[src/rtl/mem_stage_pkg.sv]
// Shared definitions for the memory-access stage: funct3 encodings, FSM states
// and the byte-lane helpers used when issuing a data-memory request.
package mem_stage_pkg;

    localparam logic [2:0] F3_B  = 3'b000;
    localparam logic [2:0] F3_H  = 3'b001;
    localparam logic [2:0] F3_W  = 3'b010;
    localparam logic [2:0] F3_BU = 3'b100;
    localparam logic [2:0] F3_HU = 3'b101;

    typedef enum logic {
        IDLE = 1'b0,
        BUS  = 1'b1
    } state_t;

    function automatic logic [3:0] byte_enable(input logic [2:0] funct3, input logic [1:0] off);
        case (funct3)
            F3_B, F3_BU: byte_enable = 4'b0001 << off;
            F3_H, F3_HU: byte_enable = 4'b0011 << off;
            default:     byte_enable = 4'b1111;
        endcase
    endfunction

    function automatic logic is_misaligned(input logic [2:0] funct3, input logic [1:0] off);
        is_misaligned = ((funct3 == F3_W) && (off != 2'b00)) ||
                        (((funct3 == F3_H) || (funct3 == F3_HU)) && off[0]);
    endfunction

    // Replicate the store operand into every lane so the byte enables alone pick the target.
    function automatic logic [31:0] store_lanes(input logic [2:0] funct3, input logic [31:0] data);
        case (funct3)
            F3_B, F3_BU: store_lanes = {4{data[7:0]}};
            F3_H, F3_HU: store_lanes = {2{data[15:0]}};
            default:     store_lanes = data;
        endcase
    endfunction

endpackage

[src/rtl/load_align.sv]
// Combinational load extraction: selects the addressed byte/half of a read word
// and sign- or zero-extends it according to funct3.
module load_align
    import mem_stage_pkg::*;
(
    input  logic [2:0]  funct3,
    input  logic [1:0]  offset,
    input  logic [31:0] rdata,
    output logic [31:0] result
);

    logic [7:0]  byte_sel;
    logic [15:0] half_sel;

    always_comb begin
        byte_sel = rdata[{offset, 3'b000} +: 8];
        half_sel = rdata[{offset[1], 4'b0000} +: 16];
        case (funct3)
            F3_B:    result = {{24{byte_sel[7]}}, byte_sel};
            F3_BU:   result = {24'h0, byte_sel};
            F3_H:    result = {{16{half_sel[15]}}, half_sel};
            F3_HU:   result = {16'h0, half_sel};
            default: result = rdata;
        endcase
    end

endmodule

[src/rtl/mem_access_stage.sv]
// Memory-access pipeline stage: issues loads/stores over a single-outstanding
// req/ack bus, aligns load data and registers the writeback payload.
module mem_access_stage
    import mem_stage_pkg::*;
#(
    parameter  int DATA_WIDTH     = 32,  // byte-lane logic assumes exactly 32
    parameter  int REG_FILE_DEPTH = 32,
    parameter  int TIMEOUT_CYCLES = 16,
    localparam int REG_FILE_ADDR  = $clog2(REG_FILE_DEPTH)
) (
    input  logic                     i_clk,
    input  logic                     i_reset_n,
    input  logic                     i_valid,
    input  logic                     i_ctrl_mem_read,
    input  logic                     i_ctrl_mem_write,
    input  logic [2:0]               i_ctrl_funct3,
    input  logic                     i_ctrl_reg_write,
    input  logic [REG_FILE_ADDR-1:0] i_rd_addr,
    input  logic [DATA_WIDTH-1:0]    i_IE_result,
    input  logic [DATA_WIDTH-1:0]    i_IE_data_write,
    output logic                     o_stall,
    output logic                     o_dmem_req,
    output logic                     o_dmem_we,
    output logic [DATA_WIDTH-1:0]    o_dmem_addr,
    output logic [DATA_WIDTH-1:0]    o_dmem_wdata,
    output logic [3:0]               o_dmem_be,
    input  logic                     i_dmem_ack,
    input  logic [DATA_WIDTH-1:0]    i_dmem_rdata,
    output logic                     o_MEM_valid,
    output logic [DATA_WIDTH-1:0]    o_MEM_result,
    output logic [REG_FILE_ADDR-1:0] o_MEM_rd_addr,
    output logic                     o_MEM_reg_write,
    output logic                     o_MEM_misaligned,
    output logic                     o_MEM_bus_err
);

    localparam int CNT_W = $clog2(TIMEOUT_CYCLES + 1);

    state_t                   state, state_nxt;
    logic [CNT_W-1:0]         cnt;
    logic [2:0]               lat_funct3;
    logic [1:0]               lat_off;
    logic [REG_FILE_ADDR-1:0] lat_rd;
    logic                     lat_reg_write;
    logic                     lat_read;
    logic [DATA_WIDTH-1:0]    load_data;
    logic                     stall_c;

    // Read wins when both read and write are asserted.
    logic is_read, is_write, mem_op, misaligned, accept, terminal;
    assign is_read    = i_ctrl_mem_read;
    assign is_write   = i_ctrl_mem_write & ~i_ctrl_mem_read;
    assign mem_op     = is_read | is_write;
    assign misaligned = is_misaligned(i_ctrl_funct3, i_IE_result[1:0]);
    assign accept     = (state == IDLE) & i_valid & mem_op & ~misaligned;
    assign terminal   = (cnt == CNT_W'(TIMEOUT_CYCLES - 1));

    load_align u_load_align (
        .funct3 (lat_funct3),
        .offset (lat_off),
        .rdata  (i_dmem_rdata),
        .result (load_data)
    );

    always_comb begin
        state_nxt = state;
        stall_c   = 1'b0;
        case (state)
            IDLE: begin
                if (accept) begin
                    state_nxt = BUS;
                    stall_c   = 1'b1;
                end
            end
            BUS: begin
                if (i_dmem_ack || terminal) begin
                    state_nxt = IDLE;
                end else begin
                    stall_c = 1'b1;
                end
            end
            default: state_nxt = IDLE;
        endcase
    end

    // Gating with reset lets the stall drop immediately, even if execute still presents a mem op.
    assign o_stall    = i_reset_n & stall_c;
    assign o_dmem_req = (state == BUS);

    always_ff @(posedge i_clk or negedge i_reset_n) begin
        if (!i_reset_n) begin
            state <= IDLE;
            cnt   <= '0;
        end else begin
            state <= state_nxt;
            if ((state == BUS) && !i_dmem_ack && !terminal) begin
                cnt <= cnt + 1'b1;
            end else begin
                cnt <= '0;
            end
        end
    end

    // Request latch: bus signals stay frozen for the whole BUS phase.
    always_ff @(posedge i_clk or negedge i_reset_n) begin
        if (!i_reset_n) begin
            o_dmem_we     <= 1'b0;
            o_dmem_addr   <= '0;
            o_dmem_wdata  <= '0;
            o_dmem_be     <= '0;
            lat_funct3    <= '0;
            lat_off       <= '0;
            lat_rd        <= '0;
            lat_reg_write <= 1'b0;
            lat_read      <= 1'b0;
        end else if (accept) begin
            o_dmem_we     <= is_write;
            o_dmem_addr   <= {i_IE_result[DATA_WIDTH-1:2], 2'b00};
            o_dmem_wdata  <= store_lanes(i_ctrl_funct3, i_IE_data_write);
            o_dmem_be     <= is_write ? byte_enable(i_ctrl_funct3, i_IE_result[1:0]) : 4'b0000;
            lat_funct3    <= i_ctrl_funct3;
            lat_off       <= i_IE_result[1:0];
            lat_rd        <= i_rd_addr;
            lat_reg_write <= i_ctrl_reg_write;
            lat_read      <= is_read;
        end
    end

    // Writeback register: exception flags pulse only alongside a valid payload.
    always_ff @(posedge i_clk or negedge i_reset_n) begin
        if (!i_reset_n) begin
            o_MEM_valid      <= 1'b0;
            o_MEM_result     <= '0;
            o_MEM_rd_addr    <= '0;
            o_MEM_reg_write  <= 1'b0;
            o_MEM_misaligned <= 1'b0;
            o_MEM_bus_err    <= 1'b0;
        end else begin
            o_MEM_valid      <= 1'b0;
            o_MEM_misaligned <= 1'b0;
            o_MEM_bus_err    <= 1'b0;
            if (state == IDLE) begin
                if (i_valid && !mem_op) begin
                    o_MEM_valid     <= 1'b1;
                    o_MEM_result    <= i_IE_result;
                    o_MEM_rd_addr   <= i_rd_addr;
                    o_MEM_reg_write <= i_ctrl_reg_write;
                end else if (i_valid && misaligned) begin
                    o_MEM_valid      <= 1'b1;
                    o_MEM_misaligned <= 1'b1;
                    o_MEM_result     <= '0;
                    o_MEM_rd_addr    <= i_rd_addr;
                    o_MEM_reg_write  <= 1'b0;
                end
            end else if (i_dmem_ack) begin
                o_MEM_valid     <= 1'b1;
                o_MEM_result    <= lat_read ? load_data : '0;
                o_MEM_rd_addr   <= lat_rd;
                o_MEM_reg_write <= lat_reg_write & lat_read;
            end else if (terminal) begin
                o_MEM_valid     <= 1'b1;
                o_MEM_bus_err   <= 1'b1;
                o_MEM_result    <= '0;
                o_MEM_rd_addr   <= lat_rd;
                o_MEM_reg_write <= 1'b0;
            end
        end
    end

endmodule

[config.mk]
export PLATFORM = sky130hd
export DESIGN_NAME = mem_access_stage
export DESIGN_NICKNAME = d
export VERILOG_FILES = /design/src/rtl/mem_stage_pkg.sv /design/src/rtl/load_align.sv /design/src/rtl/mem_access_stage.sv
export SDC_FILE = /design/constraint.sdc
export NUM_CORES = 1
export LEC_CHECK = 0
export CAP_MARGIN = 20
export CORE_MARGIN = 3
export CORE_UTILIZATION = 42
export CTS_BUF_LIST = sky130_fd_sc_hd__clkbuf_4 sky130_fd_sc_hd__clkbuf_8
export DETAILED_ROUTE_END_ITERATION = 8
export GPL_ROUTABILITY_DRIVEN = 1
export PLACE_DENSITY = 0.85
export SETUP_SLACK_MARGIN = 0.5
export SLEW_MARGIN = 25
export SYNTH_ARGS = -nofsm -noshare
export SYNTH_HDL_FRONTEND = slang
export SYNTH_HIERARCHICAL = 1
export SYNTH_SLANG_ARGS = --single-unit
[constraint.sdc]
create_clock -name i_clk -period 1.95 [get_ports i_clk]
set_input_delay 0.39 -clock i_clk [delete_from_list [all_inputs] [get_ports i_clk]]
set_output_delay 0.39 -clock i_clk [all_outputs]
set_load 0.05 [all_outputs]
==> run summary <==
The run finished, with violations left. The final reports fail on negative setup slack. The routed length per instance is roughly 23 um. Measured along the y axis, the die boundary spans 128 um. The library cell contributing the largest single delay on the critical path is sky130_fd_sc_hd__dfrtp_1. At the placement stage, the worst setup path has a slack of -339 ps. The final critical-path required period is approximately 2500 ps. The flop-to-flop setup slack came out at -200 ps.

The number of buffers and inverters on the critical path is 1. The synthesized netlist contains 47 unique library cells. For this run, design rule violations remaining after detail routing come to 0. The count of max-cap constraint violations is 0. The capture instance of the worst register-to-register path is o_dmem_addr[7].

The number of failing setup endpoints in the final timing report is between 80 and 90. The final max-slew violation count came out at 0. The via count of the first global-routing pass is just over 6000. After clock tree synthesis, the clock-pin slew on the worst setup and hold paths is around 70 ps. The family with the most delay on the worst path is simple AND/OR/NAND/NOR gates. The maximum clock path buffer count is 2. Dividing the synthesized area by the synthesized cell count gives 11.6 um^2. The final hold violation count is 0.

The worst hold slack across all endpoints is between 15 and 20 ps. The startpoint of the lowest-slack register-to-register path is o_dmem_req. The floorplan die area came out at approximately 16000 um^2. The number of synthesized flops with an enable pin is 0. The number of rows created at floorplan came out at 44. The core area came out at ~15000 um^2. The initial antenna violation count is 0. Sorting the synthesized cells by area gives the leading types as sky130_fd_sc_hd__dfrtp_1 (50%), sky130_fd_sc_hd__mux2_2 (11%), sky130_fd_sc_hd__mux2_4 (11%).

The synthesized instance count is around 540. The signal on the critical path passes through ha_2 > and3_4 > ha_4 > or3_4 > o21ai_4 > and2_4 > buf_12. In the final layout, the share of cells above drive strength 1 is 53.3%. The antenna diode count is 0.

For the worst setup path, the data required time is around 1600 ps. Entering global routing, the biggest net connects 127 pins. In this run the worst path has a maximum fanout of 2.

STA classifies the critical path startpoint as a flop. After layout, the worst setup slack is -553 ps. The synthesis-to-finish area growth came out at 78.8%.

Measured along the x axis, the die boundary spans approximately 130 um. The later pin in the worst-skew pair is clocked with a latency of 460 ps. The half-perimeter wire length after placement is between 10000 and 15000 um. The data arrival at the endpoint of the critical path came out at approximately 2100 ps. The sequential share of the synthesized area came out at about 50%. The sum of overflow across all layers after global routing came out at 0.

After the first detailed-routing iteration, the DRC count stood at around 340. The timing startpoint of the critical path is cnt[0]. After synthesis the netlist holds a flip-flop and latch count of about 130. The normalized max-slew margin is 54.1%. Yosys instantiated no cell more often than sky130_fd_sc_hd__dfrtp_1. The final cell utilization of the core came out at around three quarters. The worst-margin pin slew came out at between 600 and 700 ps. The worst setup path is captured at an output port. The clock tree from TritonCTS is yes. The fmax is roughly 0.4 GHz. The total number of vias is ~5700.

The clock drives roughly 130 sinks. Setup repair after global routing could not meet its margin everywhere. Global routing used 28.1% of the available tracks across all layers. The total power is 13.8 mW. The number of buffers added on ports is 220. The worst clock skew on the final layout came out at 14.4 ps. The most frequently used flop master after synthesis is sky130_fd_sc_hd__dfrtp_1.

In the synthesized netlist the async set-or-reset flop fraction comes to 100%. The worst hold path class is in -> async. The total wire length after detailed routing came out at between 20000 and 25000 um.

The total of warnings raised by yosys is 6. In this run the static leakage power is between 5 and 6 nW. Summing every instance area after synthesis gives about 6300 um^2. The number of cells on the worst reg-to-reg path is 11. The commonest cells after synthesis are sky130_fd_sc_hd__dfrtp_1 (126), sky130_fd_sc_hd__mux2_2 (62), sky130_fd_sc_hd__nand2_1 (53). The final-stage net count came out at around 970. In this run the power density over the cells is approximately 1200 nW/um^2. The number of fill cells came out at 839. Before antenna repair, the detailed router went through 4 iterations. The largest single stage delay on the critical path is ~400 ps. The share of Yosys cell area claimed by the top area cell type came out at between 50% and 60%. The cell accounting for the most synthesized area is sky130_fd_sc_hd__dfrtp_1. The number of H-tree levels came out at 4.

The count of antenna-violating nets left after detailed routing came out at 0. The top-level I/O count is between 200 and 250. The highest ir drop seen on vdd is slightly above 0.7 mV.

The placer's final routability congestion estimate came out at slightly below 0.9. Dividing the detail-routed via count by the number of cells gives 5.46. The critical path class is reg -> out. The initial utilization of the core area, before any placement, comes to about 43%. The part of the cycle the worst path needs is 128%.

The clock root buffer is sky130_fd_sc_hd__clkbuf_8. The CTS buffer count came out at 17. The wire length of the first global-routing pass is about 35000 um.
==> per-stage QoR <==
step	area (um^2)	setup TNS, ps	std cells
6_report	11200	-10480	1052
5_1_grt	11200	-16390	1052
4_1_cts	10700	-1270	1036
3_5_place_dp	9070	-32150	950
3_3_place_gp	9070	-30570	950
2_1_floorplan	6520	-1810	540
==> logic make-up (layout without fill, tap and decap cells) <==
group	count (synthesis)	after routing	share of synthesized area, %
buf+inv	77	404	5.76
compound gates	120	121	12.4
fa+ha+maj	2	2	0.399
mux	120	120	24.2
flops	126	126	50.2
simple gates	91	91	6.72
xor+xnor	2	2	0.279
other cells	1	2	0.0598
==> per-layer routing <==
layer	global-route usage (%)	up-vias	share of wire (%)	wire length, um
li1	-	2534	-	-
met1	32.6	2907	37	9100
met2	48.5	255	52	12700
met3	9.38	47	7.6	1840
met4	9.68	0	2.6	641
met5	0	-	0	0
==> worst max path at each step <==
stage,slack (ps),cells past startpoint,end
after global routing,-640,7,o_stall
after detailed placement,-340,7,o_stall
final,-550,7,o_stall
after global placement,-310,6,o_MEM_rd_addr[2]
after CTS,-530,7,o_stall
after floorplan,-80,7,o_stall
==> layout make-up <==
| type | instances | area, um^2 | area share (%) |
|---|---|---|---|
| clock buffers | 22 | 290 | 2.59 |
| clock inverters | 10 | 160 | 1.43 |
| inverters | 39 | 146 | 1.30 |
| multi-input cells | 338 | 3370 | 30.0 |
| flip-flops and latches | 126 | 3150 | 28.1 |
| well taps | 184 | 230 | 2.05 |
| repair buffers | 333 | 3870 | 34.5 |
==> worst reg2reg max path, delay by kind of cell, from the launching register on <==
kind | cells | cell delay [ps]
mux | 1 | 310
compound gates | 1 | 190
buf+inv | 8 | 960
simple gates | 1 | 150
flops | 1 | 430
==> flip-flops by register name (all words and copies together), names as in the netlist <==
signal / count
cnt: 5
lat_funct3: 3
lat_off: 2
lat_rd: 5
lat_read: 1
lat_reg_write: 1
o_MEM_bus_err: 1
o_MEM_misaligned: 1
o_MEM_rd_addr: 5
o_MEM_reg_write: 1
o_MEM_result: 32
o_MEM_valid: 1
o_dmem_addr: 30
o_dmem_be: 4
o_dmem_req: 1
o_dmem_wdata: 32
o_dmem_we: 1
==> layout by cell type, fill, tap and decap left out, drive strengths merged, types with 3 or more instances in the layout <==
cell,instances
clkbuf,25
dlygate4sd2,4
o41ai,3
clkdlybuf4s50,101
inv,39
nand2,55
o211ai,3
a22oi,41
a21oi,10
bufinv,4
mux2i,12
nor2,15
o21ai,55
o21bai,3
dfrtp,126
clkinv,5
buf,221
mux2,107
nor2b,5
dlymetal6s2s,3
==> where the power goes <==
part	switching [mW]	total [mW]	internal [mW]
clock	1.10	2.63	1.52
combinational	4.02	7.25	3.23
sequential	0.580	3.87	3.29
total	5.71	13.7	8.04
==> what timing repair did <==
action / 4_1_cts / 5_1_grt
hold buffers: 0 / 0
pin swaps: 21 / 19
gates cloned: 20 / 1
setup endpoints to repair: 222 / 202
resized for setup: 686 / 111
buffers inserted: 34 / 15
Power figures use the tool's default switching activity.
